**config.mk**
```make
export PLATFORM = sky130hd
export DESIGN_NAME = programm_lader_flat
export DESIGN_NICKNAME = d
export VERILOG_FILES = /design/src/rtl/lader_pkg.sv /design/src/rtl/programm_lader_if.sv /design/src/rtl/sd_wort_anfrage.sv /design/src/rtl/programm_lader.sv /design/src/flat_wrapper.sv
export SDC_FILE = /design/constraint.sdc
export NUM_CORES = 1
export LEC_CHECK = 0
export CORE_ASPECT_RATIO = 0.7
export CORE_UTILIZATION = 49
export CTS_CLUSTER_SIZE = 10
export DETAILED_ROUTE_END_ITERATION = 7
export HOLD_SLACK_MARGIN = 0.15
export PLACE_DENSITY_LB_ADDON = 0.05
export SETUP_SLACK_MARGIN = 0.02
export SLEW_MARGIN = 30
export SYNTH_ARGS = -nofsm -noshare
export SYNTH_HDL_FRONTEND = slang
export SYNTH_SLANG_ARGS = --single-unit
```
**constraint.sdc**
```tcl
create_clock -name Clock -period 3.1 [get_ports Clock]
set_input_delay 0.93 -clock Clock [delete_from_list [all_inputs] [get_ports Clock]]
set_output_delay 0.93 -clock Clock [all_outputs]
set_load 0.05 [all_outputs]
```
**src/rtl/lader_pkg.sv**
```systemverilog
`default_nettype none
// ============================================================================
//  Module      : lader_pkg
//  Description : Shared state codes and default sizing for the program loader
//                (also used by the board top for its LED state display).
//  Revision    : 1.0  initial release
// ============================================================================
package lader_pkg;

    // Idle cycles between the end of one SD word read and the next request
    localparam int C_ABSTAND_DEFAULT   = 31;
    // RAM capacity in 32-bit words
    localparam int C_RAM_WORDS_DEFAULT = 32768;

    // Loader state codes; the numeric value is shown on the LEDs
    typedef enum logic [2:0] {
        LEERLAUF          = 3'd0,
        GROESSE_ANFORDERN = 3'd1,
        SD_WARTEN         = 3'd2,
        PAUSE             = 3'd3,
        RAM_SCHREIBEN     = 3'd4,
        FERTIG            = 3'd5,
        FEHLER            = 3'd6
    } zustand_t;

    // Phases of a single SD word request
    typedef enum logic [1:0] {
        PH_BEREIT        = 2'd0,
        PH_WARTE_HOCH    = 2'd1,
        PH_WARTE_NIEDRIG = 2'd2
    } anfrage_phase_t;

endpackage
`default_nettype wire

```
**src/rtl/programm_lader_if.sv**
```systemverilog
`default_nettype none
// ============================================================================
//  Module      : programm_lader_if
//  Description : SD-reader and RAM-write bus between the program loader
//                (master) and the SD card reader / RAM controller (slave).
//  Revision    : 1.0  initial release
// ============================================================================
interface programm_lader_if;

    logic [31:0] SDAdresse;
    logic        SDLesen;
    logic        SDBusy;
    logic [31:0] SDDaten;
    logic [31:0] RAMAdresse;
    logic [31:0] RAMDaten;
    logic        RAMSchreiben;
    logic        RAMGeschrieben;

    modport master (
        output SDAdresse, SDLesen, RAMAdresse, RAMDaten, RAMSchreiben,
        input  SDBusy, SDDaten, RAMGeschrieben
    );

    modport slave (
        input  SDAdresse, SDLesen, RAMAdresse, RAMDaten, RAMSchreiben,
        output SDBusy, SDDaten, RAMGeschrieben
    );

endinterface
`default_nettype wire

```
**src/rtl/sd_wort_anfrage.sv**
```systemverilog
`default_nettype none
// ============================================================================
//  Module      : sd_wort_anfrage
//  Description : Issues a one-cycle SDLesen pulse with its address, waits for
//                the reader to go busy and then idle again, and returns the
//                word captured on the falling busy edge with a valid pulse.
//  Revision    : 1.0  initial release
// ============================================================================
module sd_wort_anfrage
    import lader_pkg::*;
(
    input  logic        Clock,
    input  logic        Reset,
    input  logic        i_anfrage,
    input  logic [31:0] i_adresse,
    input  logic        i_sd_busy,
    input  logic [31:0] i_sd_daten,
    output logic        o_sd_lesen,
    output logic [31:0] o_sd_adresse,
    output logic        o_wort_gueltig,
    output logic [31:0] o_wort
);

    anfrage_phase_t phase_q, phase_d;
    logic           sd_lesen_q, sd_lesen_d;
    logic [31:0]    sd_adresse_q, sd_adresse_d;
    logic           gueltig_q, gueltig_d;
    logic [31:0]    wort_q, wort_d;

    // Request/handshake register bank
    always_ff @(posedge Clock or negedge Reset) begin
        if (!Reset) begin
            phase_q      <= PH_BEREIT;
            sd_lesen_q   <= 1'b0;
            sd_adresse_q <= 32'd0;
            gueltig_q    <= 1'b0;
            wort_q       <= 32'd0;
        end else begin
            phase_q      <= phase_d;
            sd_lesen_q   <= sd_lesen_d;
            sd_adresse_q <= sd_adresse_d;
            gueltig_q    <= gueltig_d;
            wort_q       <= wort_d;
        end
    end

    // Busy must be seen high before its low level counts as end of read
    always_comb begin
        phase_d      = phase_q;
        sd_lesen_d   = 1'b0;
        sd_adresse_d = sd_adresse_q;
        gueltig_d    = 1'b0;
        wort_d       = wort_q;
        case (phase_q)
            PH_BEREIT: begin
                if (i_anfrage) begin
                    sd_lesen_d   = 1'b1;
                    sd_adresse_d = i_adresse;
                    phase_d      = PH_WARTE_HOCH;
                end
            end
            PH_WARTE_HOCH: begin
                if (i_sd_busy) begin
                    phase_d = PH_WARTE_NIEDRIG;
                end
            end
            PH_WARTE_NIEDRIG: begin
                if (!i_sd_busy) begin
                    wort_d    = i_sd_daten;
                    gueltig_d = 1'b1;
                    phase_d   = PH_BEREIT;
                end
            end
            default: phase_d = PH_BEREIT;
        endcase
    end

    assign o_sd_lesen     = sd_lesen_q;
    assign o_sd_adresse   = sd_adresse_q;
    assign o_wort_gueltig = gueltig_q;
    assign o_wort         = wort_q;

endmodule
`default_nettype wire

```
**src/rtl/programm_lader.sv**
```systemverilog
`default_nettype none
// ============================================================================
//  Module      : programm_lader
//  Description : Boot loader. Reads the program length N from SD word 0, then
//                copies SD words 1..N into RAM words 0..N-1 with a fixed pause
//                between SD reads, holding the CPU in reset until done.
//                ABSTAND must be at least 1.
//  Revision    : 1.0  initial release
// ============================================================================
module programm_lader
    import lader_pkg::*;
#(
    parameter int ABSTAND   = C_ABSTAND_DEFAULT,
    parameter int RAM_WORDS = C_RAM_WORDS_DEFAULT
) (
    input  logic              Clock,
    input  logic              Reset,
    input  logic              Start,
    programm_lader_if.master  bus,
    output logic              CPUReset,
    output logic              Fertig,
    output logic              Fehler,
    output logic [2:0]        Zustand
);

    localparam int                 C_CNT_W        = $clog2(ABSTAND + 1);
    localparam logic [C_CNT_W-1:0] C_PAUSE_ENDE   = C_CNT_W'(ABSTAND - 1);
    localparam logic [31:0]        C_RAM_WORDS_32 = 32'(RAM_WORDS);

    zustand_t           state_q, state_d;
    logic [31:0]        menge_q, menge_d;
    logic [31:0]        k_q, k_d;
    logic [C_CNT_W-1:0] pause_cnt_q, pause_cnt_d;
    logic               laenge_da_q, laenge_da_d;
    logic               ram_schreiben_q, ram_schreiben_d;
    logic [31:0]        ram_adresse_q, ram_adresse_d;
    logic [31:0]        ram_daten_q, ram_daten_d;

    logic               w_anfrage;
    logic [31:0]        w_anfrage_adresse;
    logic               w_wort_gueltig;
    logic [31:0]        w_wort;
    logic [31:0]        w_k_plus_1;

    sd_wort_anfrage u_sd_wort_anfrage (
        .Clock          (Clock),
        .Reset          (Reset),
        .i_anfrage      (w_anfrage),
        .i_adresse      (w_anfrage_adresse),
        .i_sd_busy      (bus.SDBusy),
        .i_sd_daten     (bus.SDDaten),
        .o_sd_lesen     (bus.SDLesen),
        .o_sd_adresse   (bus.SDAdresse),
        .o_wort_gueltig (w_wort_gueltig),
        .o_wort         (w_wort)
    );

    assign w_k_plus_1 = k_q + 32'd1;

    // Loader state and datapath registers
    always_ff @(posedge Clock or negedge Reset) begin
        if (!Reset) begin
            state_q         <= LEERLAUF;
            menge_q         <= 32'd0;
            k_q             <= 32'd0;
            pause_cnt_q     <= '0;
            laenge_da_q     <= 1'b0;
            ram_schreiben_q <= 1'b0;
            ram_adresse_q   <= 32'd0;
            ram_daten_q     <= 32'd0;
        end else begin
            state_q         <= state_d;
            menge_q         <= menge_d;
            k_q             <= k_d;
            pause_cnt_q     <= pause_cnt_d;
            laenge_da_q     <= laenge_da_d;
            ram_schreiben_q <= ram_schreiben_d;
            ram_adresse_q   <= ram_adresse_d;
            ram_daten_q     <= ram_daten_d;
        end
    end

    // Next-state logic: size word first, then pause / read / write per word
    always_comb begin
        state_d           = state_q;
        menge_d           = menge_q;
        k_d               = k_q;
        pause_cnt_d       = pause_cnt_q;
        laenge_da_d       = laenge_da_q;
        ram_schreiben_d   = ram_schreiben_q;
        ram_adresse_d     = ram_adresse_q;
        ram_daten_d       = ram_daten_q;
        w_anfrage         = 1'b0;
        w_anfrage_adresse = 32'd0;
        case (state_q)
            LEERLAUF: begin
                if (Start) begin
                    w_anfrage   = 1'b1;
                    laenge_da_d = 1'b0;
                    k_d         = 32'd0;
                    state_d     = SD_WARTEN;
                end
            end
            SD_WARTEN: begin
                if (w_wort_gueltig) begin
                    if (!laenge_da_q) begin
                        laenge_da_d = 1'b1;
                        menge_d     = w_wort;
                        pause_cnt_d = '0;
                        if (w_wort == 32'd0) begin
                            state_d = FERTIG;
                        end else if (w_wort > C_RAM_WORDS_32) begin
                            state_d = FEHLER;
                        end else begin
                            state_d = PAUSE;
                        end
                    end else begin
                        ram_schreiben_d = 1'b1;
                        ram_adresse_d   = k_q;
                        ram_daten_d     = w_wort;
                        state_d         = RAM_SCHREIBEN;
                    end
                end
            end
            PAUSE: begin
                if (pause_cnt_q == C_PAUSE_ENDE) begin
                    pause_cnt_d       = '0;
                    w_anfrage         = 1'b1;
                    w_anfrage_adresse = w_k_plus_1;
                    state_d           = SD_WARTEN;
                end else begin
                    pause_cnt_d = pause_cnt_q + C_CNT_W'(1);
                end
            end
            RAM_SCHREIBEN: begin
                if (bus.RAMGeschrieben) begin
                    ram_schreiben_d = 1'b0;
                    k_d             = w_k_plus_1;
                    state_d         = (w_k_plus_1 < menge_q) ? PAUSE : FERTIG;
                end
            end
            FERTIG, FEHLER: begin
                state_d = state_q;
            end
            default: state_d = LEERLAUF;
        endcase
    end

    assign bus.RAMSchreiben = ram_schreiben_q;
    assign bus.RAMAdresse   = ram_adresse_q;
    assign bus.RAMDaten     = ram_daten_q;

    assign Zustand  = state_q;
    assign Fertig   = (state_q == FERTIG);
    assign Fehler   = (state_q == FEHLER);
    assign CPUReset = (state_q != FERTIG);

endmodule
`default_nettype wire

```
**src/flat_wrapper.sv**
```systemverilog
// flat-port wrapper written by rule: the top's interface ports become plain ports
module programm_lader_flat import lader_pkg::*;
#(
    parameter int ABSTAND   = C_ABSTAND_DEFAULT,
    parameter int RAM_WORDS = C_RAM_WORDS_DEFAULT
)
  (Clock, Reset, Start, CPUReset, Fertig, Fehler, Zustand, bus_SDAdresse, bus_SDLesen, bus_RAMAdresse, bus_RAMDaten, bus_RAMSchreiben, bus_SDBusy, bus_SDDaten, bus_RAMGeschrieben);
  programm_lader_if bus_i ();
  input  logic Clock;
  input  logic Reset;
  input  logic Start;
  output logic CPUReset;
  output logic Fertig;
  output logic Fehler;
  output logic [2:0] Zustand;
  output wire logic [$bits(bus_i.SDAdresse)-1:0] bus_SDAdresse;
  output wire logic [$bits(bus_i.SDLesen)-1:0] bus_SDLesen;
  output wire logic [$bits(bus_i.RAMAdresse)-1:0] bus_RAMAdresse;
  output wire logic [$bits(bus_i.RAMDaten)-1:0] bus_RAMDaten;
  output wire logic [$bits(bus_i.RAMSchreiben)-1:0] bus_RAMSchreiben;
  input wire logic [$bits(bus_i.SDBusy)-1:0] bus_SDBusy;
  input wire logic [$bits(bus_i.SDDaten)-1:0] bus_SDDaten;
  input wire logic [$bits(bus_i.RAMGeschrieben)-1:0] bus_RAMGeschrieben;
  assign bus_SDAdresse = bus_i.SDAdresse;
  assign bus_SDLesen = bus_i.SDLesen;
  assign bus_RAMAdresse = bus_i.RAMAdresse;
  assign bus_RAMDaten = bus_i.RAMDaten;
  assign bus_RAMSchreiben = bus_i.RAMSchreiben;
  assign bus_i.SDBusy = bus_SDBusy;
  assign bus_i.SDDaten = bus_SDDaten;
  assign bus_i.RAMGeschrieben = bus_RAMGeschrieben;
  programm_lader #(.ABSTAND(ABSTAND), .RAM_WORDS(RAM_WORDS)) u_core (.Clock(Clock), .Reset(Reset), .Start(Start), .bus(bus_i), .CPUReset(CPUReset), .Fertig(Fertig), .Fehler(Fehler), .Zustand(Zustand));
endmodule
```
==> results of run 1 <==
[sequential cells by signal (all words and copies together) (netlist names), 2 cells and up]
| name | cells |
|---|---|
| u_core.Zustand | 3 |
| u_core.bus.RAMAdresse | 32 |
| u_core.bus.RAMDaten | 32 |
| u_core.k_q | 32 |
| u_core.menge_q | 32 |
| u_core.pause_cnt_q | 5 |
| u_core.u_sd_wort_anfrage.o_sd_adresse | 32 |
| u_core.u_sd_wort_anfrage.o_wort | 32 |
| u_core.u_sd_wort_anfrage.phase_q | 2 |
[final timing paths]
path / end / slack [ns] / depth (start not counted)
setup reg to reg: u_core.Zustand[1]$_DFFE_PN0P_ / -0.1 / 13
hold / removal: u_core.bus.RAMAdresse[12]$_DFFE_PN0P_ / 0.40 / 1
min in group Clock: u_core.bus.RAMAdresse[30]$_DFFE_PN0P_ / 0.48 / 2
setup / recovery: u_core.Zustand[1]$_DFFE_PN0P_ / -0.1 / 13
hold reg to reg: u_core.bus.RAMAdresse[30]$_DFFE_PN0P_ / 0.48 / 2
max in group asynchronous: u_core.menge_q[21]$_DFFE_PN0P_ / 1.86 / 2
[metal layers]
| metal | up-vias | wire length [um] | GRT usage (%) |
|---|---|---|---|
| met5 | - | 0 | 0 |
| met4 | 0 | 614 | 6.65 |
| met3 | 53 | 1150 | 3.67 |
| met2 | 223 | 11300 | 40.8 |
| met1 | 3556 | 11000 | 35.8 |
| li1 | 3346 | - | - |
[cells in the final DEF (no fill, tap or decap), types with 3 or more instances in the layout]
| cell | count |
|---|---|
| o21ai_1 | 4 |
| a31oi_1 | 5 |
| a22o_1 | 21 |
| mux2_2 | 94 |
| buf_12 | 3 |
| xor2_1 | 7 |
| nor4_1 | 8 |
| o21ai_0 | 84 |
| a21oi_1 | 23 |
| and2_1 | 3 |
| xnor2_2 | 9 |
| xnor2_1 | 12 |
| inv_1 | 53 |
| a21o_1 | 4 |
| nor3_1 | 5 |
| nand2b_1 | 5 |
| ha_1 | 33 |
| a211oi_1 | 3 |
| clkbuf_16 | 25 |
| dfrtp_1 | 206 |
| or3_1 | 5 |
| buf_4 | 80 |
| nand2_1 | 91 |
| nand3_1 | 16 |
| clkdlybuf4s50_1 | 138 |
| and4_1 | 3 |
| o31ai_1 | 16 |
| nor2_1 | 20 |
| nand4_1 | 14 |
[cells by family (layout without fill, tap and decap cells)]
group	count (synthesis)	in the layout	synth area share, %
XOR/XNOR	30	30	3.02
AND/OR/NAND/NOR	197	197	10.7
flip-flops	206	206	54.6
buffers and inverters	96	306	4.50
AO/OA/AOI/OAI	176	176	11.5
multiplexers	94	94	11.2
adder cells (fa/ha/maj)	34	34	4.51
[timing repair]
| action | CTS | global route |
|---|---|---|
| buffers inserted | 2 | 7 |
| gates resized for setup | 11 | 14 |
| pin swaps | 3 | 16 |
| endpoints found under the hold margin | 0 | 0 |
| endpoints found under the setup margin | 2 | 3 |
[area by class of cell]
cell class	count	area, um2
fillers	1485	6490
flip-flops and latches	206	5150
multi-input cells	531	3980
repair buffers	225	2090
clock buffers	28	647
well taps	242	303
inverters	53	199
[where the power goes]
part | leakage (nW) | total (mW) | internal, mW | switching (mW)
sequential | 2.76 | 3.96 | 3.42 | 0.535
clock | 0.318 | 2.44 | 1.44 | 1.00
combinational | 2.83 | 3.59 | 1.39 | 2.20
==> out/metrics.yaml, run 1 <==
pwr:
  p_leak_nw: 5.90
  ir_drop_mv: 0.903
  total_power_mw: 9.99
  power_density_mw_per_mm2: 807
synth:
  yosys-top-cells-area: "dfrtp_1 55%, mux2_2 11%, o21ai_0 4.6%"
  yosys.area.top_type: "dfrtp_1"
  synth_edf_count: 0
  synth_fp_nets: 904
  ys.flop_type: "dfrtp_1"
  syn_area_per_cell_um2: 11.3
  ys_types: 59
  yosysSeqAreaShare_pct: 54.6
  ys_async_sr_fraction_pct: 100
  post-synth-top-count-cell: "dfrtp_1"
  synth-seq-cells: 206
  yosys-top-cells-count: "206 x dfrtp_1, 94 x mux2_2, 91 x nand2_1"
  syn-instance-count: 833
  syn_area_mm2: 0.00943
  yosysTopAreaCellShare_pct: 54.6
  yosys_warnings: 0
worst_setup_path:
  crit_arrival_ns: 3.59
  critPathTopFamily: "simple AND/OR/NAND/NOR gates"
  path_class: "reg2reg"
  cp_slowest_cell: "dfrtp_1"
  endpoint_kind: "flop"
  cp_slowest_stage_delay_ns: 0.39
  path_max_fanout: 4
  path_buf_inv: 2
  required_ns: 3.49
  worstPathCellList: "ha_2, nand3_2, nor3_4, buf_6, nand3_1, or2_1, xnor2_2, ha_1, and4_1, nand4_1, buf_4, o221a_2, a221o_1"
  worstReg2RegStart: "u_core.k_q[1]$_DFFE_PN0P_"
  startpoint: "u_core.k_q[1]$_DFFE_PN0P_"
  cp-start-kind: "flop"
clocking:
  clk_latency_ns: 0.51
  cts_tree: "done"
  cts_max_path_buffers: 3
  cts_hold_buf: 0
  cts.sinks: 206
  cts_root_buf: "clkbuf_16"
  htreeDepth: 1
  cts_buffers: 24
  clkSlewWorstSetupHoldPaths_ns: 0.06
sta:
  setup-violations-final: 2
  worst_pin_slew_ns: 0.580
  relSlewSlack_pct: 61.2
  hold_ws_ns: 0.398
  fin_setup_tns_ns: -0.118
  hold_viol_final: 0
  rsz0062_at_grt: "true"
  timing.fmax_mhz: 313
  slew_violations: 0
  clock_skew_ns: 0.0123
  timing.final.crit_share_pct: 103
  min_period_ns: 3.20
  fin_ws_ns: -0.0990
detailed_routing:
  first_iter_violations: 486
  routedWlPerCell_um: 18.7
  drtAntennaViolNets: 0
  routed_wl_um: 24100
  drc: 0
  dr.pass1.iters: 5
  via_count: 7178
  avgViaCountPerCell: 5.59
grt:
  grt_pass1_wl_um: 39400
  overflow: 0
  antenna_found_initial: 0
  grt_start_max_net_pins: 68
  first_global_vias: 7422
  track_usage_pct: 25.3
final_layout:
  n_antenna_cell: 0
  area.growth.synth_to_final_pct: 31.2
  fin_area_mm2: 0.0124
  nets: 1112
  final_cells: 1285
  drive_gt1_share_pct: 23.3
  utilization_pct: 65.6
status:
  violations: "setup timing"
  status: "complete, but fails checks"
flow_run:
  maxCapViolations: 0
place:
  placedCellCount: 1248
  pre_cts_ws_ns: -0.132
  gp_congestion: 0.917
  port_buffers: 140
  placed_cell_area_mm2: 0.0115
  hpwl_um: 17000
floorplanning:
  dieArea_mm2: 0.0198
  start_util_pct: 50.0
  io_pins: 141
  die_w_um: 168
  die_y_um: 118
  rows: 42
  coreArea_mm2: 0.0189
hold_path:
  hold_path_class: "in2async"
Power figures use the tool's default switching activity.
==> run 2: changes to the inputs <==
Settings changed: CAP_MARGIN set to 40, PLACE_DENSITY set to 0.84, PLACE_DENSITY_LB_ADDON 0.05 to not set, REMOVE_ABC_BUFFERS set to 1.
==> out/metrics.yaml, run 2 (synthesized netlist as in run 1, its figures left out) <==
clocking:
  htreeDepth: 1
  cts.sinks: 206
  cts_buffers: 24
  cts_root_buf: "clkbuf_16"
  cts_tree: "done"
  clkSlewWorstSetupHoldPaths_ns: 0.06
  clk_latency_ns: 0.51
  cts_max_path_buffers: 3
floorplanning:
  io_pins: 141
  dieArea_mm2: 0.0198
  die_y_um: 118
  die_w_um: 168
  rows: 42
  start_util_pct: 50.0
  coreArea_mm2: 0.0189
sta:
  fin_setup_tns_ns: -0.0235
  min_period_ns: 3.12
  rsz0062_at_grt: "true"
  relSlewSlack_pct: 60.0
  timing.final.crit_share_pct: 101
  hold_viol_final: 0
  worst_pin_slew_ns: 0.600
  setup-violations-final: 1
  fin_ws_ns: -0.0235
  clock_skew_ns: 0.00899
  slew_violations: 0
  timing.fmax_mhz: 320
final_layout:
  seqCellArea_mm2: 0.00516
  n_antenna_cell: 0
  final_common_cell: "dfrtp_1"
  drive_gt1_share_pct: 23.3
  fin_area_mm2: 0.0124
  n_fill_cell: 1346
  area.growth.synth_to_final_pct: 31.3
  utilization_pct: 65.7
  final_cell_mix: "205 x dfrtp_1, 138 x clkdlybuf4s50_1, 94 x mux2_2"
  nets: 1100
  multi_input_area_mm2: 0.00406
  final_cells: 1272
pwr:
  total_power_mw: 9.88
  p_leak_nw: 5.81
  ir_drop_mv: 0.820
  power_density_mw_per_mm2: 798
place:
  port_buffers: 140
  placedCellCount: 1235
  gp_congestion: 0.924
  hpwl_um: 16400
  placed_cell_area_mm2: 0.0115
worst_setup_path:
  path_max_fanout: 5
  cp_slowest_cell: "dfrtp_1"
  crit_arrival_ns: 3.52
  cp_slowest_stage_delay_ns: 0.50
  r2r_slack_ns: -0.02
  cp-start-kind: "flop"
  path_class: "reg2reg"
  worstPathCellList: "nand3_1, nor3_2, nand3_2, or2_1, xnor2_1, ha_1, and4_1, nand4_1, nand3b_1, o221a_2, a221o_1"
  endpoint_kind: "flop"
  worst_r2r_path_depth: 11
  required_ns: 3.50
detailed_routing:
  via_count: 7265
  drc: 0
  avgViaCountPerCell: 5.71
  drtAntennaViolNets: 0
  dr.pass1.iters: 5
  routed_wl_um: 23700
  first_iter_violations: 532
  routedWlPerCell_um: 18.6
grt:
  grt_pass1_wl_um: 37900
  overflow: 0
  grt_start_max_net_pins: 74
  track_usage_pct: 24.3
  antenna_found_initial: 0
  first_global_vias: 7127
status:
  violations: "setup timing"
  status: "complete, but fails checks"
hold_path:
  hold_path_class: "in2async"
flow_run:
  maxCapViolations: 0
[run 2: cell types whose count changed in the layout (fill, tap and decap cells not counted), sizes merged]
cell	delta
buf	-12
clkbuf	-3
clkinv	+2
[run 2: area by class of cell]
cell class	count	area share (%)
well taps	242	2.44
repair buffers	213	16.5
multi-input cells	531	32.7
clock inverters	2	0.172
inverters	53	1.61
flip-flops and latches	206	41.6
clock buffers	25	4.88
[run 2: critical path: cells and delay by family (launching register included)]
kind	cells	cell delay (ns)
fa+ha+maj	1	0.32
compound gates	2	0.55
simple gates	7	1.46
xor+xnor	1	0.17
flops	1	0.50
[run 2: worst paths after layout]
| kind | start | end |
|---|---|---|
| min reg2reg | u_core.bus.RAMAdresse[4]$_DFFE_PN0P_ | u_core.bus.RAMAdresse[4]$_DFFE_PN0P_ |
| min in group Clock | u_core.bus.RAMAdresse[4]$_DFFE_PN0P_ | u_core.bus.RAMAdresse[4]$_DFFE_PN0P_ |
| max | u_core.k_q[27]$_DFFE_PN0P_ | u_core.Zustand[1]$_DFFE_PN0P_ |
| max in group asynchronous | Reset | u_core.k_q[22]$_DFFE_PN0P_ |
| max reg2reg | u_core.k_q[27]$_DFFE_PN0P_ | u_core.Zustand[1]$_DFFE_PN0P_ |
| min | Reset | u_core.u_sd_wort_anfrage.o_wort[11]$_DFFE_PN0P_ |
[run 2: routing by layer]
metal / share of wire [%] / wire length, um / GRT usage (%)
met1: 45 / 10800 / 35.8
met2: 45 / 10600 / 37.1
met3: 7.5 / 1780 / 4.64
met4: 2.2 / 516 / 5.96
met5: 0 / 0 / 0
[run 2: report_power, final]
part	switching (mW)	internal (mW)	total, mW	leakage (nW)
Combinational	2.18	1.34	3.52	2.75
Clock	1.01	1.37	2.38	0.308
Sequential	0.557	3.42	3.98	2.75
[run 2: stage by stage]
| step | setup slack (ns) | hold slack, ns |
|---|---|---|
| 3_3_place_gp | 0.0283 | 0.465 |
| 2_1_floorplan | -0.517 | 0.437 |
| 5_1_grt | -0.126 | 0.479 |
| 4_1_cts | 0.0281 | 0.450 |
| 6_report | -0.0235 | 0.435 |
| 3_5_place_dp | -0.116 | 0.481 |
[run 2: repair_timing]
item                                    4_1_cts  5_1_grt
endpoints found under the setup margin        2        3
hold buffers                                  0        0
pin swaps                                     7       19
buffers inserted                              8        2
resized for setup                            11       25
